`src/rtl/pipeline_stall_ctrl.sv`:
```
// Stall/flush sequencer for the 5-stage pipeline: merges load-use, I-cache, D-cache and redirect requests.
// Latency: all controls are combinational from state and inputs; state, watchdog and perf counters update on posedge clk_i.
// Backpressure: D-cache freeze stalls the whole pipe; a redirect during an in-flight fetch drains it in IDRAIN before acking.
// Optional build macro STALL_PERF_CNT_EN enables the three 32-bit saturating perf counters (ports read 0 otherwise).
module pipeline_stall_ctrl #(
  parameter int TIMEOUT_CYCLES = 1024,
  parameter int CNT_W          = 16
) (
  input  logic        clk_i,
  input  logic        rst_i,
  input  logic        load_use_i,
  input  logic        icache_stall_i,
  input  logic        dcache_stall_i,
  input  logic        redirect_i,
  output logic        pc_stall_o,
  output logic        ifid_stall_o,
  output logic        ifid_flush_o,
  output logic        idex_bubble_o,
  output logic        backend_stall_o,
  output logic        flush_ack_o,
  output logic        timeout_o,
  output logic        state_o,
  output logic [31:0] perf_loaduse_o,
  output logic [31:0] perf_freeze_o,
  output logic [31:0] perf_redirect_o
);

  typedef enum logic {
    RUN    = 1'b0,
    IDRAIN = 1'b1
  } state_t;

  localparam logic [CNT_W-1:0] WD_LIMIT = CNT_W'(TIMEOUT_CYCLES);

  state_t           state_q;
  state_t           state_d;
  logic [CNT_W-1:0] wd_cnt_q;
  logic [CNT_W-1:0] wd_cnt_d;
  logic             timeout_q;

  // State register; reset drops any pending drain since EX is reset too.
  always_ff @(posedge clk_i) begin
    if (rst_i) begin
      state_q <= RUN;
    end else begin
      state_q <= state_d;
    end
  end

  // Next state and per-stage controls; freeze overrides everything, then the RUN/IDRAIN rules.
  always_comb begin
    state_d         = state_q;
    pc_stall_o      = 1'b0;
    ifid_stall_o    = 1'b0;
    ifid_flush_o    = 1'b0;
    idex_bubble_o   = 1'b0;
    backend_stall_o = 1'b0;
    flush_ack_o     = 1'b0;
    if (rst_i) begin
      state_d       = RUN;
      pc_stall_o    = 1'b1;
      ifid_flush_o  = 1'b1;
      idex_bubble_o = 1'b1;
    end else if (dcache_stall_i) begin
      // Whole pipe frozen; other requests stay valid and are served once the freeze lifts.
      pc_stall_o      = 1'b1;
      ifid_stall_o    = 1'b1;
      backend_stall_o = 1'b1;
    end else begin
      unique case (state_q)
        RUN: begin
          if (redirect_i && !icache_stall_i) begin
            flush_ack_o   = 1'b1;
            ifid_flush_o  = 1'b1;
            idex_bubble_o = 1'b1;
          end else if (redirect_i) begin
            // Fetch in flight: hold the redirecting branch in EX until the I-cache returns.
            pc_stall_o      = 1'b1;
            ifid_flush_o    = 1'b1;
            backend_stall_o = 1'b1;
            state_d         = IDRAIN;
          end else if (load_use_i) begin
            // IF/ID holds rather than flushes so the dependent ID instruction survives an I-cache miss.
            pc_stall_o    = 1'b1;
            ifid_stall_o  = 1'b1;
            idex_bubble_o = 1'b1;
          end else if (icache_stall_i) begin
            pc_stall_o   = 1'b1;
            ifid_flush_o = 1'b1;
          end
        end
        IDRAIN: begin
          if (icache_stall_i) begin
            pc_stall_o      = 1'b1;
            ifid_flush_o    = 1'b1;
            backend_stall_o = 1'b1;
          end else begin
            // Returned instruction is wrong-path: discard it and let PC take the target.
            ifid_flush_o  = 1'b1;
            idex_bubble_o = 1'b1;
            flush_ack_o   = 1'b1;
            state_d       = RUN;
          end
        end
        default: state_d = RUN;
      endcase
    end
  end

  // Watchdog next count: run length of consecutive PC-stalled cycles, saturating.
  always_comb begin
    wd_cnt_d = '0;
    if (pc_stall_o) begin
      wd_cnt_d = (wd_cnt_q == '1) ? wd_cnt_q : wd_cnt_q + CNT_W'(1);
    end
  end

  // Watchdog counter and sticky timeout flag, visible the cycle after the run length reaches the limit.
  always_ff @(posedge clk_i) begin
    if (rst_i) begin
      wd_cnt_q  <= '0;
      timeout_q <= 1'b0;
    end else begin
      wd_cnt_q <= wd_cnt_d;
      if (wd_cnt_d >= WD_LIMIT) begin
        timeout_q <= 1'b1;
      end
    end
  end

  assign timeout_o = timeout_q & ~rst_i;
  assign state_o   = (state_q == IDRAIN) & ~rst_i;

`ifdef STALL_PERF_CNT_EN
  logic [31:0] perf_lu_q;
  logic [31:0] perf_fz_q;
  logic [31:0] perf_rd_q;
  logic        ev_loaduse;
  logic        ev_freeze;

  assign ev_loaduse = ~rst_i & ~dcache_stall_i & (state_q == RUN) & ~redirect_i & load_use_i;
  assign ev_freeze  = ~rst_i & dcache_stall_i;

  // Saturating event counters, cleared by reset.
  always_ff @(posedge clk_i) begin
    if (rst_i) begin
      perf_lu_q <= '0;
      perf_fz_q <= '0;
      perf_rd_q <= '0;
    end else begin
      if (ev_loaduse && perf_lu_q != '1) perf_lu_q <= perf_lu_q + 32'd1;
      if (ev_freeze && perf_fz_q != '1) perf_fz_q <= perf_fz_q + 32'd1;
      if (flush_ack_o && perf_rd_q != '1) perf_rd_q <= perf_rd_q + 32'd1;
    end
  end

  assign perf_loaduse_o  = rst_i ? 32'd0 : perf_lu_q;
  assign perf_freeze_o   = rst_i ? 32'd0 : perf_fz_q;
  assign perf_redirect_o = rst_i ? 32'd0 : perf_rd_q;
`else
  assign perf_loaduse_o  = 32'd0;
  assign perf_freeze_o   = 32'd0;
  assign perf_redirect_o = 32'd0;
`endif

endmodule

```
`config.mk`:
```
export PLATFORM = sky130hd
export DESIGN_NAME = pipeline_stall_ctrl
export DESIGN_NICKNAME = d
export VERILOG_FILES = /design/src/rtl/pipeline_stall_ctrl.sv
export SDC_FILE = /design/constraint.sdc
export NUM_CORES = 1
export LEC_CHECK = 0
export ABC_AREA = 1
export CAP_MARGIN = 20
export CORE_ASPECT_RATIO = 0.6
export CORE_MARGIN = 3
export CORE_UTILIZATION = 34
export CTS_CLUSTER_DIAMETER = 120
export CTS_CLUSTER_SIZE = 25
export DETAILED_ROUTE_END_ITERATION = 16
export PLACE_DENSITY_LB_ADDON = 0.3
export RECOVER_POWER = 25
export SYNTH_ARGS = -nofsm -noshare
export SYNTH_HDL_FRONTEND = slang
export SYNTH_SLANG_ARGS = --single-unit
```
`constraint.sdc`:
```
create_clock -name clk_i -period 1.55 [get_ports clk_i]
set_input_delay 0.31 -clock clk_i [delete_from_list [all_inputs] [get_ports clk_i]]
set_output_delay 0.31 -clock clk_i [all_outputs]
set_load 0.01 [all_outputs]
```
Word-level counts from Yosys, hierarchy flattened. Cells that the tools add are included.

Register bits: 18. Bits in latches: 0. RAM bits: 0. Bits in read-only memories: 0. Input port bits: 6. Word-level logic and storage cells: 47. Memories kept: 0.

Add/sub/neg operators: 1. Multiply operators: 0. Divide/modulo/power cells: 0. Order comparisons: 1. Equality and inequality tests: 1. Shift-type cells: 0. Muxes and demuxes: 35. Bitwise logic cells: 4. Reduce and logical (&&, ||, !) cells: 2.

Operator list (number): $mux W16 (2); $mux W1 (28); $add A16 B1 Y16 const B (1); $eq A16 B16 Y1 const B (1); $ge A16 B11 Y1 const B (1); $pmux W1 S2 (5); $and A1 B1 Y1 (2); $not A1 Y1 (2); $logic_and A1 B1 Y1 (1); $logic_not A1 Y1 (1).

Logic depth before layout (Yosys ltp). Gate-level depths: netlist (run 1).

Depth in word-level cells: 9. Gate-level depth with buffers: 11.

Worst setup path after synthesis (run 1). No wires, ideal clock.

Path kind: register -> register. From: register wd_cnt_q[0]. To: register timeout_q. Arrival: 1.353 ns. Required time: 1.429 ns. Slack: 0.076 ns. Cell stages (with the launch flop): 11. Buffers on the path: 0. Clock period less this slack: 1.474 ns. Cell sequence: dfxtp_1 ha_1 nand3_2 inv_2 nand2_4 nor2_4 or2_2 nand3_2 nand2_1 nand2_1 nand3_1.

Longest elaborated chain between the ends: 4.

Ends and longest elaborated chain: from (decl) (line 37) `logic [CNT_W-1:0] wd_cnt_q;`; from (signal assigned) (line 124) `wd_cnt_q <= wd_cnt_d;`; $add A16 B1 Y16 or $eq A16 B16 Y1 (tied branches) (line 114) `wd_cnt_d = (wd_cnt_q == '1) ? wd_cnt_q : wd_cnt_q + CNT_W'(1);`; $mux W16 * (line 114); $mux W16 * (line 113) `if (pc_stall_o) begin`; $ge A16 B11 Y1 * (line 125) `if (wd_cnt_d >= WD_LIMIT) begin`; to (signal assigned) (line 122) `timeout_q <= 1'b0;`; to (signal assigned) (line 126) `timeout_q <= 1'b1;`; to (decl) (line 39) `logic timeout_q;`.

Every way passes the cells marked *; elsewhere a longest branch is shown, timed or not. A chain may end at the register's enable or synchronous reset.

Worst setup path in the final report (run 1).
From: register state_q. To: output port backend_stall_o.

Longest elaborated chain between the ends: 4.

Ends and longest elaborated chain: from (decl) (line 35) `state_t state_q;`; from (signal assigned) (line 46) `state_q <= state_d;`; $not A1 Y1; $pmux W1 S2 * (line 70) `unique case (state_q)`; $mux W1 * (line 64) `end else if (dcache_stall_i) begin`; $mux W1 * (line 59) `if (rst_i) begin`; to (decl) (line 19) `output logic backend_stall_o,`.

Marks and branches as above.

==> metrics.md, run 1 <==
| Metric | Value |
|---|---|
| Final Wtd Congestion | `0.787` |
| Synthesized area per cell | `between 7 and 8 um2` |
| Startpoint Class | `flop` |
| Routed vias | `1,287` |
| Initial Util | `0.375` |
| Reg2reg end | `timeout_q$_SDFFE_PP0P_` |
| Fin crit period | `approximately 1.5 ns` |
| CORE AREA | `between 0.004 and 0.005 mm2` |
| # nets final | `about 300` |
| Post-synthesis register bit count | `18` |
| DRT Wirelength | `roughly 3.5 mm` |
| Non-filler cells in the finished layout | `between 300 and 400` |
| Setup TNS | `0 ns` |
| Clk_lat worst skew | `~0.26 ns` |
| Antenna Cells | `0` |
| Hold WC Path Type | `reg -> reg` |
| Via-to-Cell Ratio | `approximately 3.6` |
| R2R cell count | `9` |
| Slew Viols, Final | `0` |
| Share of cells above drive strength 1 | `0.242` |
| Vias in the first global route | `1,040` |
| RR Startpoint | `wd_cnt_q[8]$_SDFF_PP0_` |
| Worst stage delay on the critical path | `0.38 ns` |
| Cells along the critical path | `o21ai_2, a21oi_2, dlygate4sd2_1` |
| Initial antenna violation count | `0` |
| RSZ-0062 raised after global routing | `true` |
| # DRC | `0` |
| CP startpoint | `state_q$_SDFFE_PP0N_` |
| Clock Path Buffers | `2` |
| Total number of yosys warnings | `0` |
| Final worst setup slack | `approximately 0.061 ns` |
| Antenna Nets Post-Route | `0` |
| Worst ir drop on vdd | `0.000379 V` |
| Clock Skews | `~0.0049 ns` |
| DPL Wire Length | `2.89 mm` |
| Pin count of the biggest net entering global routing | `11` |
| Period utilisation layout | `0.961` |
| Port buffer count | `13` |
| DR WL/cell | `around 9.8 um` |
| Pre-CTS setup slack | `-0.521 ns` |
| Clock-pin slew on the worst setup and hold paths | `0.07 ns` |
| Die footprint | `~0.0063 mm2` |
| Final Total Pwr | `1.11 mW` |
| Die height | `roughly 63 um` |
| Final setup viols | `0` |
| Synth Cell Area | `0.00183 mm2` |
| Die width | `between 100 and 150 um` |
| H-Tree Depth | `1` |
| CTS tree | `built` |
| Syn Inst Count | `~250` |
| Grt total ovfl | `0` |
| Hold WS | `between 0.5 and 0.6 ns` |
| CP max-delay cell | `dfxtp_4` |
| Number of distinct library cells after synthesis | `29` |
| Num CTS Buffers | `3` |
| First-iteration detailed-routing DRC count | `56` |
| Leak | `1.03 nW` |
| Aggregate global-route resource usage | `0.0968` |
| Crit path DAT | `1.18 ns` |
| Placed Cells | `350` |
| First-pass GRT wire length | `roughly 5 mm` |
| Clock root buffer | `clkbuf_8` |
| Critical Path RT | `between 1 and 1.5 ns` |
| Setup CP Type | `reg -> out` |
| R2R setup slack | `approximately 0.06 ns` |
| Capture point of the worst path | `backend_stall_o` |
| Core Rows | `19` |
| Maxcap violations | `0` |
| FMAX | `roughly 670 MHz` |
| Crit. End Element | `primary output` |
| Final hold vios | `0` |
| Top-level I/O count | `110` |
| Sequential share of the synthesized area | `0.197` |
| Drt first pass iters | `4` |
| Outcome | `completed` |
| Pwr dens | `between 500 and 600 mW/mm2` |
| Critical path fanouts, max | `3` |
| Layout area overhead | `5.40%` |
| Clock sink total | `18` |
[cell usage in the layout (no fill, tap or decap), types with 2 or more instances in the layout]
| master | Yosys | routed |
|---|---|---|
| o21ai_0 | 3 | 2 |
| o21ai_2 | 0 | 2 |
| nor2_2 | 5 | 4 |
| nand2_4 | 2 | 2 |
| buf_2 | 0 | 2 |
| dfxtp_1 | 18 | 13 |
| nand3_2 | 3 | 2 |
| nand2_2 | 5 | 6 |
| clkdlybuf4s15_1 | 0 | 2 |
| dfxtp_2 | 0 | 4 |
| nand3_1 | 13 | 13 |
| inv_2 | 3 | 4 |
| dlygate4sd2_1 | 0 | 7 |
| clkbuf_8 | 0 | 4 |
| conb_1 | 1 | 96 |
| buf_4 | 96 | 24 |
| a21oi_2 | 0 | 3 |
| nor2_1 | 22 | 21 |
| inv_1 | 21 | 20 |
| nand2_1 | 28 | 27 |
| nand4_1 | 6 | 6 |
| nor2_4 | 4 | 6 |
| a21oi_1 | 6 | 3 |
| xnor2_1 | 6 | 6 |
[worst max-delay path: cells and delay by family, from the launching register on]
family / cells / cell delay [ns]
DFF: 1 / 0.38
AOI/OAI and AO/OA: 2 / 0.25
buffers and inverters: 1 / 0.30
[final cells by class]
cell class | instances | area, um2
Fill cell | 532 | 2950
Multi-Input combinational cell | 209 | 1040
Sequential cell | 18 | 369
Timing Repair Buffer | 37 | 288
Inverter | 25 | 96.3
Tap cell | 63 | 78.8
Clock buffer | 4 | 55.1
[kinds of logic (layout without fill, tap and decap cells)]
logic type	count (synthesis)	count (layout)	synth area share
buffers and inverters	122	66	0.453
AND/OR/NAND/NOR	92	92	0.268
flip-flops	18	18	0.197
other	1	96	0.00205
XOR/XNOR	7	7	0.0335
adder cells (fa/ha/maj)	1	1	0.00684
AO/OA/AOI/OAI	13	13	0.0397
[per-stage QoR]
stage	utilization	area [um2]
5_1_grt	0.396	1930
3_5_place_dp	0.375	1830
3_3_place_gp	0.375	1830
4_1_cts	0.388	1890
2_1_floorplan	-	2190
6_report	0.396	1930
[cells in the mapped netlist, drive strengths merged]
cell / number / area share
a31o: 1 / 0.0048
a21oi: 6 / 0.016
ha: 1 / 0.0068
xnor2: 6 / 0.029
buf: 97 / 0.40
nand4: 7 / 0.032
conb: 1 / 0.0021
nor2: 31 / 0.087
nand2: 35 / 0.087
nand3: 16 / 0.052
o21a: 1 / 0.0041
dfxtp: 18 / 0.20
inv: 25 / 0.053
o21ai: 4 / 0.011
nor4: 1 / 0.0034
or2: 2 / 0.0068
xor2: 1 / 0.0048
a31oi: 1 / 0.0034
[layer usage]
| metal | vias up | wire, um | track usage | part of all wire |
|---|---|---|---|---|
| met2 | 45 | 1550 | 0.130 | 0.45 |
| met1 | 564 | 1660 | 0.146 | 0.48 |
| met4 | 0 | 8 | 0.0185 | 0.0023 |
| li1 | 675 | - | - | - |
| met5 | - | 0 | 0 | 0 |
| met3 | 3 | 263 | 0.0346 | 0.076 |
[state kept, by name (all words and copies together) (netlist names)]
name,flops
state_q,1
wd_cnt_q,16
timeout_q,1
[worst min-delay path by stage]
stage | slack [ns] | endpoint | cells after the start | startpoint
finish | 0.52 | wd_cnt_q[2]$_SDFF_PP0_ | 2 | wd_cnt_q[2]$_SDFF_PP0_
floorplan | 0.49 | wd_cnt_q[12]$_SDFF_PP0_ | 2 | rst_i
global placement | 0.53 | wd_cnt_q[2]$_SDFF_PP0_ | 2 | wd_cnt_q[2]$_SDFF_PP0_
detailed placement | 0.53 | wd_cnt_q[2]$_SDFF_PP0_ | 2 | wd_cnt_q[2]$_SDFF_PP0_
global route | 0.55 | wd_cnt_q[2]$_SDFF_PP0_ | 2 | wd_cnt_q[2]$_SDFF_PP0_
CTS | 0.54 | wd_cnt_q[2]$_SDFF_PP0_ | 2 | wd_cnt_q[2]$_SDFF_PP0_
[report_power, final]
| group | internal [mW] | switching (mW) | total, mW |
|---|---|---|---|
| clock | 0.226 | 0.166 | 0.392 |
| sequential | 0.470 | 0.00832 | 0.479 |
| combinational | 0.0651 | 0.177 | 0.242 |
[repair_timing]
item,4_1_cts,5_1_grt
gates resized for setup,30,16
setup buffers,2,1
pin swaps,3,4
hold buffers,0,0
endpoints found under the hold margin,0,0
setup endpoints to repair,10,9
cloned,0,0
(Power assumes the default switching activity.)
==> run 2: changes to the inputs <==
--- a/config.mk
+++ b/config.mk
@@ -7,7 +7,6 @@
 export LEC_CHECK = 0
 export ABC_AREA = 1
 export CAP_MARGIN = 20
-export CORE_ASPECT_RATIO = 0.6
 export CORE_MARGIN = 3
 export CORE_UTILIZATION = 34
 export CTS_CLUSTER_DIAMETER = 120
==> run 2 against run 1 <==
Compared with the run above: critical path depth up 3; total power up 0.60%; maximum frequency down 0.61%; global-route usage down 0.70 points; critical endpoint is now idex_bubble_o.
==> metrics.md, run 2 (synthesized netlist as in run 1, its figures left out) <==
| Metric | Value |
|---|---|
| Hold WS | `0.514 ns (-0.00355 ns)` |
| Worst stage delay on the critical path | `0.28 ns (-0.10 ns)` |
| Antenna Nets Post-Route | `0 (unchanged)` |
| Final hold vios | `0 (unchanged)` |
| Vias in the first global route | `1,101 (+5.9%)` |
| Die width | `79.4 um (-21%)` |
| H-Tree Depth | `1 (unchanged)` |
| Largest register FFs | `16 (unchanged)` |
| Clock Path Buffers | `2 (unchanged)` |
| Setup CP Type | `in -> out` |
| Critical Path RT | `1.24 ns (about the same)` |
| Num CTS Buffers | `3 (unchanged)` |
| DPL Wire Length | `2.54 mm (-12%)` |
| Worst Path Buf+Inv | `3 (+2)` |
| Pin count of the biggest net entering global routing | `11 (unchanged)` |
| CTS tree | `built` |
| Period utilisation layout | `0.967 (+0.00586)` |
| CP max-delay cell | `dlygate4sd2_1` |
| Layout Utilization | `0.377 (-0.0191)` |
| First-iteration detailed-routing DRC count | `36 (-36%)` |
| Antenna Cells | `0 (unchanged)` |
| Drt first pass iters | `4 (unchanged)` |
| RSZ-0062 raised after global routing | `true` |
| Outcome | `completed` |
| Routed vias | `1,323 (+2.8%)` |
| Post-route cell area | `0.00194 mm2 (+0.39%)` |
| Port buffer count | `13 (unchanged)` |
| Clock-pin slew on the worst setup and hold paths | `0.07 ns (about the same)` |
| Top delay family on crit path | `buffers and inverters` |
| Maxcap violations | `0 (unchanged)` |
| Biggest register | `wd_cnt_q` |
| # nets final | `300 (-0.33%)` |
| Leak | `1.03 nW (+0.41%)` |
| DRT Wirelength | `2.99 mm (-14%)` |
| Largest regs | `wd_cnt_q x16, state_q x1, timeout_q x1` |
| Worst ir drop on vdd | `0.000400 V (+5.5%)` |
| DR WL/cell | `8.26 um (-15%)` |
| First-pass GRT wire length | `4.63 mm (-6.3%)` |
| Crit path DAT | `1.19 ns (about the same)` |
| Startpoint Class | `input port` |
| Pwr dens | `578 mW/mm2 (+0.21%)` |
| Die footprint | `0.00630 mm2 (-0.45%)` |
| Final worst setup slack | `0.0519 ns (-0.00908 ns)` |
| Clk_lat worst skew | `0.26 ns (about the same)` |
| Clock Skews | `0.00969 ns (+0.00476 ns)` |
| Final Wtd Congestion | `0.844 (+7.2%)` |
| # DRC | `0 (unchanged)` |
| Most frequent CP cell | `a21oi_2` |
| Initial Util | `0.356 (-0.0195)` |
| Hold WC Path Type | `reg -> reg` |
| Core Rows | `26 (+7)` |
| Die height | `79.4 um (+26%)` |
| Final setup viols | `0 (unchanged)` |
| Top-level I/O count | `110 (unchanged)` |
| Layout area overhead | `5.81%` |
| Fin crit period | `1.50 ns (+0.00908 ns)` |
| Clock sink total | `18 (unchanged)` |
| Pre-CTS setup slack | `-0.502 ns (+0.0186 ns)` |
| FMAX | `668 MHz (-0.61%)` |
| CORE AREA | `0.00514 mm2 (+5.5%)` |
| Slew Viols, Final | `0 (unchanged)` |
| Share of cells above drive strength 1 | `0.257 (+0.0145)` |
| Clock root buffer | `clkbuf_8` |
| Aggregate global-route resource usage | `0.0898 (-0.00702)` |
| Crit. End Element | `primary output` |
| Final Total Pwr | `1.12 mW (+0.60%)` |
| Area after DPL | `0.00182 mm2 (-0.34%)` |
| Via-to-Cell Ratio | `3.65 (+1.1%)` |
| Critical path fanouts, max | `2 (-1)` |
| Most frequent cells in the layout | `conb_1, nand2_1, buf_4` |
| Initial antenna violation count | `0 (unchanged)` |
| Grt total ovfl | `0 (unchanged)` |
| Most common cell after layout, fill and taps aside | `conb_1` |
| Cells along the critical path | `dlygate4sd2_1, o21ai_2, a21oi_2, buf_4, a21oi_2, buf_2` |
==> run 2: cell types whose count changed in the layout (fill, tap and decap cells not counted), moves of 2 or more <==
cell	delta
buf_2	+2
clkdlybuf4s15_2	+2
dfxtp_1	-4
dfxtp_2	+4
clkdlybuf4s15_1	-2
==> run 2: final cells by class <==
type                    count  area, um2
well taps                  70       87.6
clock buffers               4       55.1
flip-flops and latches     18        374
repair buffers             36        280
fillers                   557       3200
inverters                  25       96.3
multi-input cells         209       1040
==> run 2: worst min-delay path, delay by kind of cell, from the launching register on <==
| kind | cells | cell delay, ns |
|---|---|---|
| AO/OA/AOI/OAI | 1 | 0.05 |
| buffers and inverters | 1 | 0.07 |
| flip-flops | 1 | 0.36 |
==> run 2: path summary, 6_finish.rpt <==
kind | from | end | slack (ns) | depth (start not counted)
worst max-delay path | redirect_i | idex_bubble_o | 0.05 | 6
worst min-delay path | wd_cnt_q[2]$_SDFF_PP0_ | wd_cnt_q[2]$_SDFF_PP0_ | 0.51 | 2
worst max register to register | state_q$_SDFFE_PP0N_ | wd_cnt_q[2]$_SDFF_PP0_ | 0.15 | 10
worst min register to register | wd_cnt_q[2]$_SDFF_PP0_ | wd_cnt_q[2]$_SDFF_PP0_ | 0.51 | 2
==> run 2: repair_timing <==
action | CTS | global route
gates resized for setup | 35 | 17
endpoints found under the setup margin | 11 | 8
hold endpoints to repair | 0 | 0
pin swaps | 3 | 5
hold buffers | 0 | 0
buffers inserted | 2 | 1
==> run 2: metal layers <==
layer | GRT usage | share of wire | vias to the layer above | wire [um]
met2 | 0.159 | 0.46 | 65 | 1370
met3 | 0.0249 | 0.10 | 2 | 302
met5 | 0 | 0 | - | 0
li1 | - | - | 673 | -
met1 | 0.107 | 0.44 | 583 | 1310
met4 | 0.0206 | 0.0033 | 0 | 10
==> run 2: report_power, final <==
| group | total, mW | leakage [nW] | switching (mW) | internal (mW) |
|---|---|---|---|---|
| combinational | 0.240 | 0.851 | 0.171 | 0.0694 |
| sequential | 0.481 | 0.150 | 0.00987 | 0.471 |
| clock | 0.397 | 0.0288 | 0.171 | 0.226 |
==> run 2: stage by stage <==
| stage | TNS (ns) | std cells |
|---|---|---|
| 4_1_cts | -0.0227 | 361 |
| 3_5_place_dp | -6.73 | 355 |
| 5_1_grt | -0.00723 | 362 |
| 6_report | 0 | 362 |
| 2_1_floorplan | 0 | 349 |
| 3_3_place_gp | -6.14 | 355 |
